File: config.mk
export PLATFORM = sky130hd
export DESIGN_NAME = fw_loader_flat
export DESIGN_NICKNAME = d
export VERILOG_FILES = /design/src/rtl/fw_loader_if.sv /design/src/rtl/fw_loader.sv /design/src/flat_wrapper.sv
export SDC_FILE = /design/constraint.sdc
export NUM_CORES = 1
export LEC_CHECK = 0
export BUFFER_PORTS_ARGS = -buffer_cell sky130_fd_sc_hd__buf_2
export CORE_MARGIN = 2
export CORE_UTILIZATION = 51
export DETAILED_ROUTE_END_ITERATION = 10
export PLACE_DENSITY = 0.79
export REMOVE_ABC_BUFFERS = 1
export SETUP_SLACK_MARGIN = 0.02
export SLEW_MARGIN = 20
export SYNTH_ARGS = -nofsm -noshare
export SYNTH_HDL_FRONTEND = slang
export SYNTH_SLANG_ARGS = --single-unit
File: constraint.sdc
create_clock -name clk -period 2.1 [get_ports clk]
set_input_delay 0.105 -clock clk [delete_from_list [all_inputs] [get_ports clk]]
set_output_delay 0.105 -clock clk [all_outputs]
set_load 0.02 [all_outputs]
File: src/rtl/fw_loader_if.sv
// Byte-stream and instruction-memory write bus for the firmware loader.
// master = the loader (consumes bytes, drives memory/CPU control); slave = source/memory side.
interface fw_loader_if #(
   parameter int CPU_WIDTH = 32
);
   logic                 byte_valid;
   logic [7:0]           byte_data;
   logic                 byte_ready;
   logic                 mem_we;
   logic [CPU_WIDTH-1:0] mem_address;
   logic [CPU_WIDTH-1:0] mem_data;
   logic                 cpu_reset_n;
   logic                 load_done;
   logic                 load_error;

   // Handshake: a byte moves only on a cycle where byte_valid && byte_ready;
   // the source must hold byte_data stable while byte_valid is high and byte_ready is low.
   modport master (
      input  byte_valid,
      input  byte_data,
      output byte_ready,
      output mem_we,
      output mem_address,
      output mem_data,
      output cpu_reset_n,
      output load_done,
      output load_error
   );

   modport slave (
      output byte_valid,
      output byte_data,
      input  byte_ready,
      input  mem_we,
      input  mem_address,
      input  mem_data,
      input  cpu_reset_n,
      input  load_done,
      input  load_error
   );
endinterface

File: src/rtl/fw_loader.sv
// Firmware loader: assembles a byte stream into instruction words, writes them to
// instruction memory and releases the CPU only after the image checksum matches.
module fw_loader #(
   parameter int          CPU_WIDTH     = 32,
   parameter int          FW_LENGTH     = 8,
   parameter logic [31:0] CMD_WIDTH     = 32'h4,
   parameter logic [31:0] START_ADDRESS = 32'h0
) (
   input  logic        clk,
   input  logic        s_reset,
   fw_loader_if.master io_bus,
   output logic [2:0]  o_dbg_state
);
   localparam int BYTES = CPU_WIDTH / 8;
   localparam int BW    = (BYTES > 1) ? $clog2(BYTES) : 1;
   localparam int WW    = (FW_LENGTH > 1) ? $clog2(FW_LENGTH) : 1;

   localparam logic [7:0]           SYNC_BYTE  = 8'hA5;
   localparam logic [BW-1:0]        LAST_BYTE  = BW'(BYTES - 1);
   localparam logic [WW-1:0]        LAST_WORD  = WW'(FW_LENGTH - 1);
   localparam logic [CPU_WIDTH-1:0] ADDR_START = CPU_WIDTH'(START_ADDRESS);
   localparam logic [CPU_WIDTH-1:0] ADDR_STEP  = CPU_WIDTH'(CMD_WIDTH);

   typedef enum logic [2:0] {
      ST_IDLE  = 3'd0,
      ST_LOAD  = 3'd1,
      ST_CHECK = 3'd2,
      ST_DONE  = 3'd3,
      ST_ERROR = 3'd4
   } state_t;

   state_t               r_state;
   state_t               w_state_nx;

   logic [BW-1:0]        r_byte_idx;
   logic [WW-1:0]        r_word_idx;
   logic [CPU_WIDTH-1:0] r_shift;
   logic [7:0]           r_csum;
   logic [CPU_WIDTH-1:0] r_next_addr;

   logic                 r_mem_we;
   logic [CPU_WIDTH-1:0] r_mem_address;
   logic [CPU_WIDTH-1:0] r_mem_data;
   logic                 r_cpu_reset_n;
   logic                 r_load_done;
   logic                 r_load_error;

   logic                 w_ready;
   logic                 w_xfer;
   logic                 w_sync;
   logic                 w_word_end;
   logic                 w_last_word;
   logic                 w_start;
   logic                 w_shift_en;
   logic                 w_word_wr;
   logic [CPU_WIDTH-1:0] w_word;

   // New byte enters at the top so the first byte of a word ends up in bits [7:0].
   assign w_word      = CPU_WIDTH'({io_bus.byte_data, r_shift} >> 8);

   assign w_ready     = (r_state != ST_DONE);
   assign w_xfer      = io_bus.byte_valid && w_ready;
   assign w_sync      = (io_bus.byte_data == SYNC_BYTE);
   assign w_word_end  = (r_byte_idx == LAST_BYTE);
   assign w_last_word = (r_word_idx == LAST_WORD);

   always_ff @(posedge clk) begin
      if (s_reset) begin
         r_state <= ST_IDLE;
      end else begin
         r_state <= w_state_nx;
      end
   end

   always_comb begin
      w_state_nx = r_state;
      w_start    = 1'b0;
      w_shift_en = 1'b0;
      w_word_wr  = 1'b0;
      case (r_state)
         ST_IDLE, ST_ERROR: begin
            if (w_xfer && w_sync) begin
               w_state_nx = ST_LOAD;
               w_start    = 1'b1;
            end
         end
         ST_LOAD: begin
            if (w_xfer) begin
               w_shift_en = 1'b1;
               if (w_word_end) begin
                  w_word_wr = 1'b1;
                  if (w_last_word) begin
                     w_state_nx = ST_CHECK;
                  end
               end
            end
         end
         ST_CHECK: begin
            if (w_xfer) begin
               w_state_nx = (io_bus.byte_data == r_csum) ? ST_DONE : ST_ERROR;
            end
         end
         ST_DONE: begin
            w_state_nx = ST_DONE;
         end
         default: begin
            w_state_nx = ST_IDLE;
         end
      endcase
   end

   always_ff @(posedge clk) begin
      if (s_reset) begin
         r_byte_idx    <= '0;
         r_word_idx    <= '0;
         r_shift       <= '0;
         r_csum        <= '0;
         r_next_addr   <= ADDR_START;
         r_mem_we      <= 1'b0;
         r_mem_address <= '0;
         r_mem_data    <= '0;
      end else begin
         r_mem_we <= w_word_wr;
         if (w_start) begin
            r_byte_idx  <= '0;
            r_word_idx  <= '0;
            r_shift     <= '0;
            r_csum      <= '0;
            r_next_addr <= ADDR_START;
         end
         if (w_shift_en) begin
            r_shift    <= w_word;
            r_csum     <= r_csum ^ io_bus.byte_data;
            r_byte_idx <= w_word_end ? '0 : (r_byte_idx + BW'(1));
         end
         // Address advances by accumulation, wrapping naturally at CPU_WIDTH bits.
         if (w_word_wr) begin
            r_mem_data    <= w_word;
            r_mem_address <= r_next_addr;
            r_next_addr   <= r_next_addr + ADDR_STEP;
            r_word_idx    <= r_word_idx + WW'(1);
         end
      end
   end

   always_ff @(posedge clk) begin
      if (s_reset) begin
         r_cpu_reset_n <= 1'b0;
         r_load_done   <= 1'b0;
         r_load_error  <= 1'b0;
      end else begin
         r_cpu_reset_n <= (w_state_nx == ST_DONE);
         r_load_done   <= (w_state_nx == ST_DONE);
         r_load_error  <= (w_state_nx == ST_ERROR);
      end
   end

   assign io_bus.byte_ready  = w_ready;
   assign io_bus.mem_we      = r_mem_we;
   assign io_bus.mem_address = r_mem_address;
   assign io_bus.mem_data    = r_mem_data;
   assign io_bus.cpu_reset_n = r_cpu_reset_n;
   assign io_bus.load_done   = r_load_done;
   assign io_bus.load_error  = r_load_error;
   assign o_dbg_state        = r_state;

endmodule

File: src/flat_wrapper.sv
// flat-port wrapper written by rule: the top's interface ports become plain ports
module fw_loader_flat 
#(
   parameter int          CPU_WIDTH     = 32,
   parameter int          FW_LENGTH     = 8,
   parameter logic [31:0] CMD_WIDTH     = 32'h4,
   parameter logic [31:0] START_ADDRESS = 32'h0
)
  (clk, s_reset, o_dbg_state, io_bus_byte_valid, io_bus_byte_data, io_bus_byte_ready, io_bus_mem_we, io_bus_mem_address, io_bus_mem_data, io_bus_cpu_reset_n, io_bus_load_done, io_bus_load_error);
  fw_loader_if #(.CPU_WIDTH(CPU_WIDTH)) io_bus_i ();
  input  logic clk;
  input  logic s_reset;
  output logic [2:0] o_dbg_state;
  input wire logic [$bits(io_bus_i.byte_valid)-1:0] io_bus_byte_valid;
  input wire logic [$bits(io_bus_i.byte_data)-1:0] io_bus_byte_data;
  output wire logic [$bits(io_bus_i.byte_ready)-1:0] io_bus_byte_ready;
  output wire logic [$bits(io_bus_i.mem_we)-1:0] io_bus_mem_we;
  output wire logic [$bits(io_bus_i.mem_address)-1:0] io_bus_mem_address;
  output wire logic [$bits(io_bus_i.mem_data)-1:0] io_bus_mem_data;
  output wire logic [$bits(io_bus_i.cpu_reset_n)-1:0] io_bus_cpu_reset_n;
  output wire logic [$bits(io_bus_i.load_done)-1:0] io_bus_load_done;
  output wire logic [$bits(io_bus_i.load_error)-1:0] io_bus_load_error;
  assign io_bus_i.byte_valid = io_bus_byte_valid;
  assign io_bus_i.byte_data = io_bus_byte_data;
  assign io_bus_byte_ready = io_bus_i.byte_ready;
  assign io_bus_mem_we = io_bus_i.mem_we;
  assign io_bus_mem_address = io_bus_i.mem_address;
  assign io_bus_mem_data = io_bus_i.mem_data;
  assign io_bus_cpu_reset_n = io_bus_i.cpu_reset_n;
  assign io_bus_load_done = io_bus_i.load_done;
  assign io_bus_load_error = io_bus_i.load_error;
  fw_loader #(.CPU_WIDTH(CPU_WIDTH), .FW_LENGTH(FW_LENGTH), .CMD_WIDTH(CMD_WIDTH), .START_ADDRESS(START_ADDRESS)) u_core (.clk(clk), .s_reset(s_reset), .io_bus(io_bus_i), .o_dbg_state(o_dbg_state));
endmodule
Word level (Yosys, flattened, before mapping)
Cells that the tools add are included.
{"block": "totals", "register_bits": 147, "inputBits": 11, "out_inout_bits": 72, "wordCells": 56}
{"block": "op_classes", "add_sub_neg": 3, "n_eq_ne": 11, "muxes": 24, "bitwise": 1, "n_reduce_logical": 6}
{"operator": "$mux W32", "count": 3}
{"operator": "$add A32 B3 Y32 const B", "count": 1}
{"operator": "$mux W3", "count": 8}
{"operator": "$mux W8", "count": 2}
{"operator": "$pmux W3 S4", "count": 1}
{"operator": "$eq A3 B2 Y1 const B", "count": 3}
{"operator": "$eq A3 B3 Y1 const B", "count": 3}
{"operator": "$eq A8 B8 Y1", "count": 1}
{"operator": "$eq A8 B8 Y1 const B", "count": 1}
{"operator": "$xor A8 B8 Y8", "count": 1}
{"operator": "$mux W1", "count": 7}
{"operator": "$mux W2", "count": 3}
{"operator": "$reduce_bool A2 Y1", "count": 2}
{"operator": "$add A3 B1 Y3 const B", "count": 1}
{"operator": "$eq A3 B1 Y1 const B", "count": 1}
{"operator": "$logic_not A3 Y1", "count": 1}
{"operator": "$ne A3 B2 Y1 const B", "count": 1}
{"operator": "$add A2 B1 Y2 const B", "count": 1}
{"operator": "$eq A2 B2 Y1 const B", "count": 1}
{"operator": "$logic_and A1 B1 Y1", "count": 2}
{"operator": "$reduce_or A2 Y1", "count": 1}

Logic depth before layout (Yosys ltp)
{"block": "depth", "depth_word": 7, "ltp_mapped": 8, "mapped_depth_nobuf": 5}

Worst setup path after synthesis
Ideal clock, no wire load.
{"block": "synth_timing", "kind": "register to register", "start": "register u_core.r_byte_idx[0]", "end": "register u_core.r_next_addr[14]", "setup_time_ns": 0.132, "t_arrival_ns": 1.881, "t_required_ns": 1.968, "setup_slack_ns": 0.086, "stages_incl_launch_ff": 9, "n_path_buf": 3, "synth_period_minus_slack_ns": 2.014, "cell_sequence": "dfxtp_1 ha_1 clkbuf_1 nand4_1 or3_4 buf_6 clkbuf_1 o311ai_0 a21oi_1"}
{"block": "synth_between", "elab_chain_len": 5, "elab_cells_between_ends": 6, "cone_classes": "eq/ne (1); mux (4); reduce/logical (1)"}
{"item": "start: declaration", "line_no": "fw_loader.sv:35", "rtl": "logic [BW-1:0] r_byte_idx;"}
{"item": "start signal: assignment", "line_no": "fw_loader.sv:134", "rtl": "r_byte_idx <= w_word_end ? '0 : (r_byte_idx + BW'(1));"}
{"item": "$eq A2 B2 Y1 *", "line_no": "fw_loader.sv:64", "rtl": "assign w_word_end = (r_byte_idx == LAST_BYTE);"}
{"item": "$mux W1 *", "line_no": "fw_loader.sv:90", "rtl": "if (w_word_end) begin"}
{"item": "$mux W1 *", "line_no": "fw_loader.sv:88", "rtl": "if (w_xfer) begin"}
{"item": "$mux W1 *", "line_no": "fw_loader.sv:80", "rtl": "case (r_state)"}
{"item": "$mux W32 / $reduce_bool A2 Y1 (equally long branches)"}
{"item": "end signal: assignment", "line_no": "fw_loader.sv:140", "rtl": "r_next_addr <= r_next_addr + ADDR_STEP;"}
{"item": "end: declaration", "line_no": "fw_loader.sv:39", "rtl": "logic [CPU_WIDTH-1:0] r_next_addr;"}
Every way passes the cells marked *; elsewhere a longest branch is shown, timed or not.
A chain may end at the register's enable or synchronous reset.

Final worst setup path
{"block": "layout_timing", "start": "register u_core.r_next_addr[17]", "end": "register u_core.r_next_addr[31]"}
{"block": "layout_between", "elab_chain_len": 2}
{"item": "$add A32 B3 Y32", "line_no": "fw_loader.sv:140"}
{"item": "$mux W32", "line_no": "fw_loader.sv:137", "rtl": "if (w_word_wr) begin"}
Every way passes these cells.

==> key figures <==
Status
  – Status: finished clean

Finish
  – Final #Nets: between 700 and 800
  – Sequential cell area: between 2000 and 3000 µm²
  – Most common cell after layout, fill and taps aside: nand2_1
  – Area grow syn2layout: 25.03%
  – Finished Layout Cells: about 870
  – Fillcell total: 817
  – Most frequent cells in the layout: nand2_1, dfxtp_1, a21oi_1, buf_2, nand3_1
  – Layout cells sized above 1: 0.2299
  – Area of the multi-input gates: roughly 2500 µm²
  – Core Util, Final: 0.6562
  – Diode count: 0

CTS
  – CTS H-tree depth: 4
  – CTS buffer count: 17
  – CTS sink cnt: roughly 140
  – Later-pin clock latency in the skew report: 0.52 ns
  – Clock slew seen by the registers of the worst setup and hold paths: ~0.060 ns
  – Max Root-Sink Buffers: 2
  – Root buf cell: clkbuf_8
  – TritonCTS clock tree: built

Global routing
  – First-pass GRT wire length: 22.68 mm
  – Largest net degree at the start of global routing: 75
  – Vias in the first global route: around 4600
  – Initial antenna violation count: 0
  – Global route overflow: 0
  – GRT Util Overall: 0.2491

Power and ir drop
  – Flop pwr share: 0.445
  – Combinational fraction of design power: 0.020
  – LEAKAGE: around 2.5 nW
  – Clk pwr share: 0.535
  – Int Power: about 4.6 mW
  – PwrDens: ~850 nW/µm²
  – Switching Share: 0.2000
  – Switching power total: 1.152 mW
  – Maximum VDD drop: between 0.4 and 0.5 mV

Setup path
  – Crit end category: flip-flop
  – Flop2flop setup slack: approximately 0.037 ns
  – Crit path max fanout: 16
  – R2r worst-path depth: 5
  – CP cell instances: nand4_1, or4_1, buf_4, nor4_2, mux2_2
  – R2R Path Start: u_core.r_next_addr[17]
  – Arrival time worst endpoint: about 2.5 ns
  – Crit path largest cell delay: 0.45 ns
  – Setup crit start: u_core.r_next_addr[17]
  – RR Endpoint: u_core.r_next_addr[31]
  – Worst setup SP type: flip-flop
  – CP required: around 2.5 ns
  – Crit Path Class: flip-flop to flip-flop
  – Worst Setup EP: u_core.r_next_addr[31]
  – Critical path's slowest cell: or4_1

Synth
  – Yosys warnings: 0
  – Synthesized area per cell: 8.508 µm²
  – Ys flop type: dfxtp_1
  – Synth Register Bits: 135
  – Post-synth EDFFs: 0
  – Sequential area share after synthesis: 0.5010
  – Yosys cell types: 50
  – Post-Syn Area: around 5400 µm²
  – Synth Instances: 634
  – Asr flop ratio synth: 0

Drt
  – WL/cell: 16.39 µm
  – Vias per cell: 5.851
  – DRT Pass-1 Iters: 5
  – Total number of vias: 5096
  – Routed WL: around 14 mm
  – DRT iter0 DRCs: 396
  – Antenna viol nets, final: 0
  – DRC viols: 0

Floorplanning
  – Die width: roughly 110 µm
  – Number of I/O pins: 83
  – Row count: 37
  – Die Y: 106.8 µm
  – Core Footprint: a little over 10000 µm²
  – Die area: ~11000 µm²
  – Initial Util: 0.5248

Hold path
  – Min-delay worst type: input port to flip-flop

Placement
  – Buffers on Ports: 80
  – Hpwl dp: 8.534 mm
  – Inst Count DP: between 800 and 900
  – RD Place Congestion: roughly 0.82

Run
  – MaxCap Viol Count: 0

Timing
  – Worst Tran Pin Value: approximately 0.74 ns
  – Slew HR: 0.5041
  – Setup-failing EPs final: 0
  – Top achievable clock speed: just under 500 MHz
  – Final hold violations: 0
  – Max-slew violations: 0
  – Period minus WS final: 2.063 ns
  – Period utilization: 0.9824
  – Fin Clk Skew: 0.005060 ns
  – RSZ-0062 raised after global routing: yes
  – Hold_ws: ~0.43 ns
  – Setup TNS: 0 ns
-- logic make-up after synthesis --
family                   share of synthesized area
AND/OR/NAND/NOR                             0.2431
AO/OA/AOI/OAI                               0.1724
flip-flops                                  0.5010
buffers and inverters                      0.04639
XOR/XNOR                                   0.01461
multiplexers                               0.01253
adder cells (fa/ha/maj)                   0.009279
other                                    0.0006952
-- cell type report --
cell class                      instances  share of cell area
Clock inverter                          9             0.02189
Multi-Input combinational cell        444              0.3709
Clock buffer                           22             0.06865
Timing Repair Buffer                  117              0.1065
Sequential cell                       135              0.4024
Tap cell                              136             0.02523
Inverter                                8            0.004453
-- through the flow --
stage | worst slack (ns) | power, mW | cell area, µm²
2_1_floorplan | -1.453 | 2.642 | 5177
3_3_place_gp | 0.1668 | 2.709 | 5946
3_5_place_dp | 0.03387 | 2.712 | 5946
4_1_cts | 0.02105 | 5.761 | 6656
5_1_grt | -0.08205 | 5.918 | 6744
6_report | 0.03691 | 5.758 | 6744
-- Yosys cell counts, drive strengths merged (2+ instances only) --
library cell  instances  share of area
nand2               148           0.10
clkbuf               41          0.029
and4                  4         0.0065
o31ai                 3         0.0042
nor3b                 7         0.0097
nor4                  5         0.0086
mux2                  6          0.013
dfxtp               135           0.50
a21boi                2         0.0028
xor2                  8          0.013
nor3                  8         0.0084
or4                  13          0.018
inv                   8         0.0056
o311ai                9          0.015
o211ai                8          0.011
a32o                  2         0.0037
a21oi               103          0.096
o21ai                 4         0.0037
nor2                 13         0.0090
nand3                31          0.030
nor4bb                2         0.0037
a22o                 19          0.031
or3                  11          0.014
or2                   7         0.0081
and3                  3         0.0035
ha                    4         0.0093
nand4                 7         0.0081
buf                   9          0.012
-- repair_timing --
action                                  4_1_cts  5_1_grt
hold endpoints to repair                     28        0
hold buffers                                 10        0
buffers inserted                              0        4
endpoints found under the setup margin        0       15
resized for setup                             0       16
-- critical path, delay by kind of cell, from the launching register on --
| family | cells | cell delay, ns |
|---|---|---|
| buf+inv | 1 | 0.21 |
| flops | 1 | 0.39 |
| mux | 1 | 0.38 |
| simple gates | 3 | 0.96 |
-- power by group through the flow --
| stage | Sequential, mW | Clock, mW | Combinational (mW) |
|---|---|---|---|
| 3_3_place_gp | 2.62 | 0 | 0.0915 |
| 6_report | 2.56 | 3.08 | 0.114 |
| 3_5_place_dp | 2.62 | 0 | 0.0942 |
| 4_1_cts | 2.56 | 3.09 | 0.111 |
| 2_1_floorplan | 2.62 | 0 | 0.0239 |
| 5_1_grt | 2.56 | 3.24 | 0.123 |
-- per-layer routing --
layer / global-route usage / vias up / share of wire
met5: 0 / - / 0
met4: 0.1095 / 0 / 0.029
met3: 0.05897 / 44 / 0.069
met2: 0.3949 / 252 / 0.48
met1: 0.3243 / 2384 / 0.42
li1: - / 2416 / -
-- how the worst min path moves through the flow --
stage	startpoint	end	slack, ns	cells past startpoint
finish	io_bus_byte_data[2]	u_core.io_bus.mem_data[26]	0.43	4
global placement	io_bus_byte_data[0]	u_core.io_bus.mem_data[24]	0.40	3
global route	io_bus_byte_data[4]	u_core.io_bus.mem_data[28]	0.43	4
floorplan	s_reset	u_core.io_bus.mem_address[10]	0.17	1
CTS	io_bus_byte_data[2]	u_core.io_bus.mem_data[26]	0.42	4
detailed placement	io_bus_byte_data[2]	u_core.io_bus.mem_data[26]	0.40	3
-- sequential cells by signal (all words and copies together) (netlist names) --
register	cells
u_core.io_bus.mem_we	1
u_core.r_byte_idx	2
u_core.io_bus.cpu_reset_n	1
u_core.r_word_idx	3
u_core.io_bus.mem_address	30
u_core.o_dbg_state	3
u_core.r_csum	8
u_core.io_bus.load_error	1
u_core.r_next_addr	30
u_core.io_bus.mem_data	32
u_core.r_shift	24
Power figures use the tool's default switching activity.
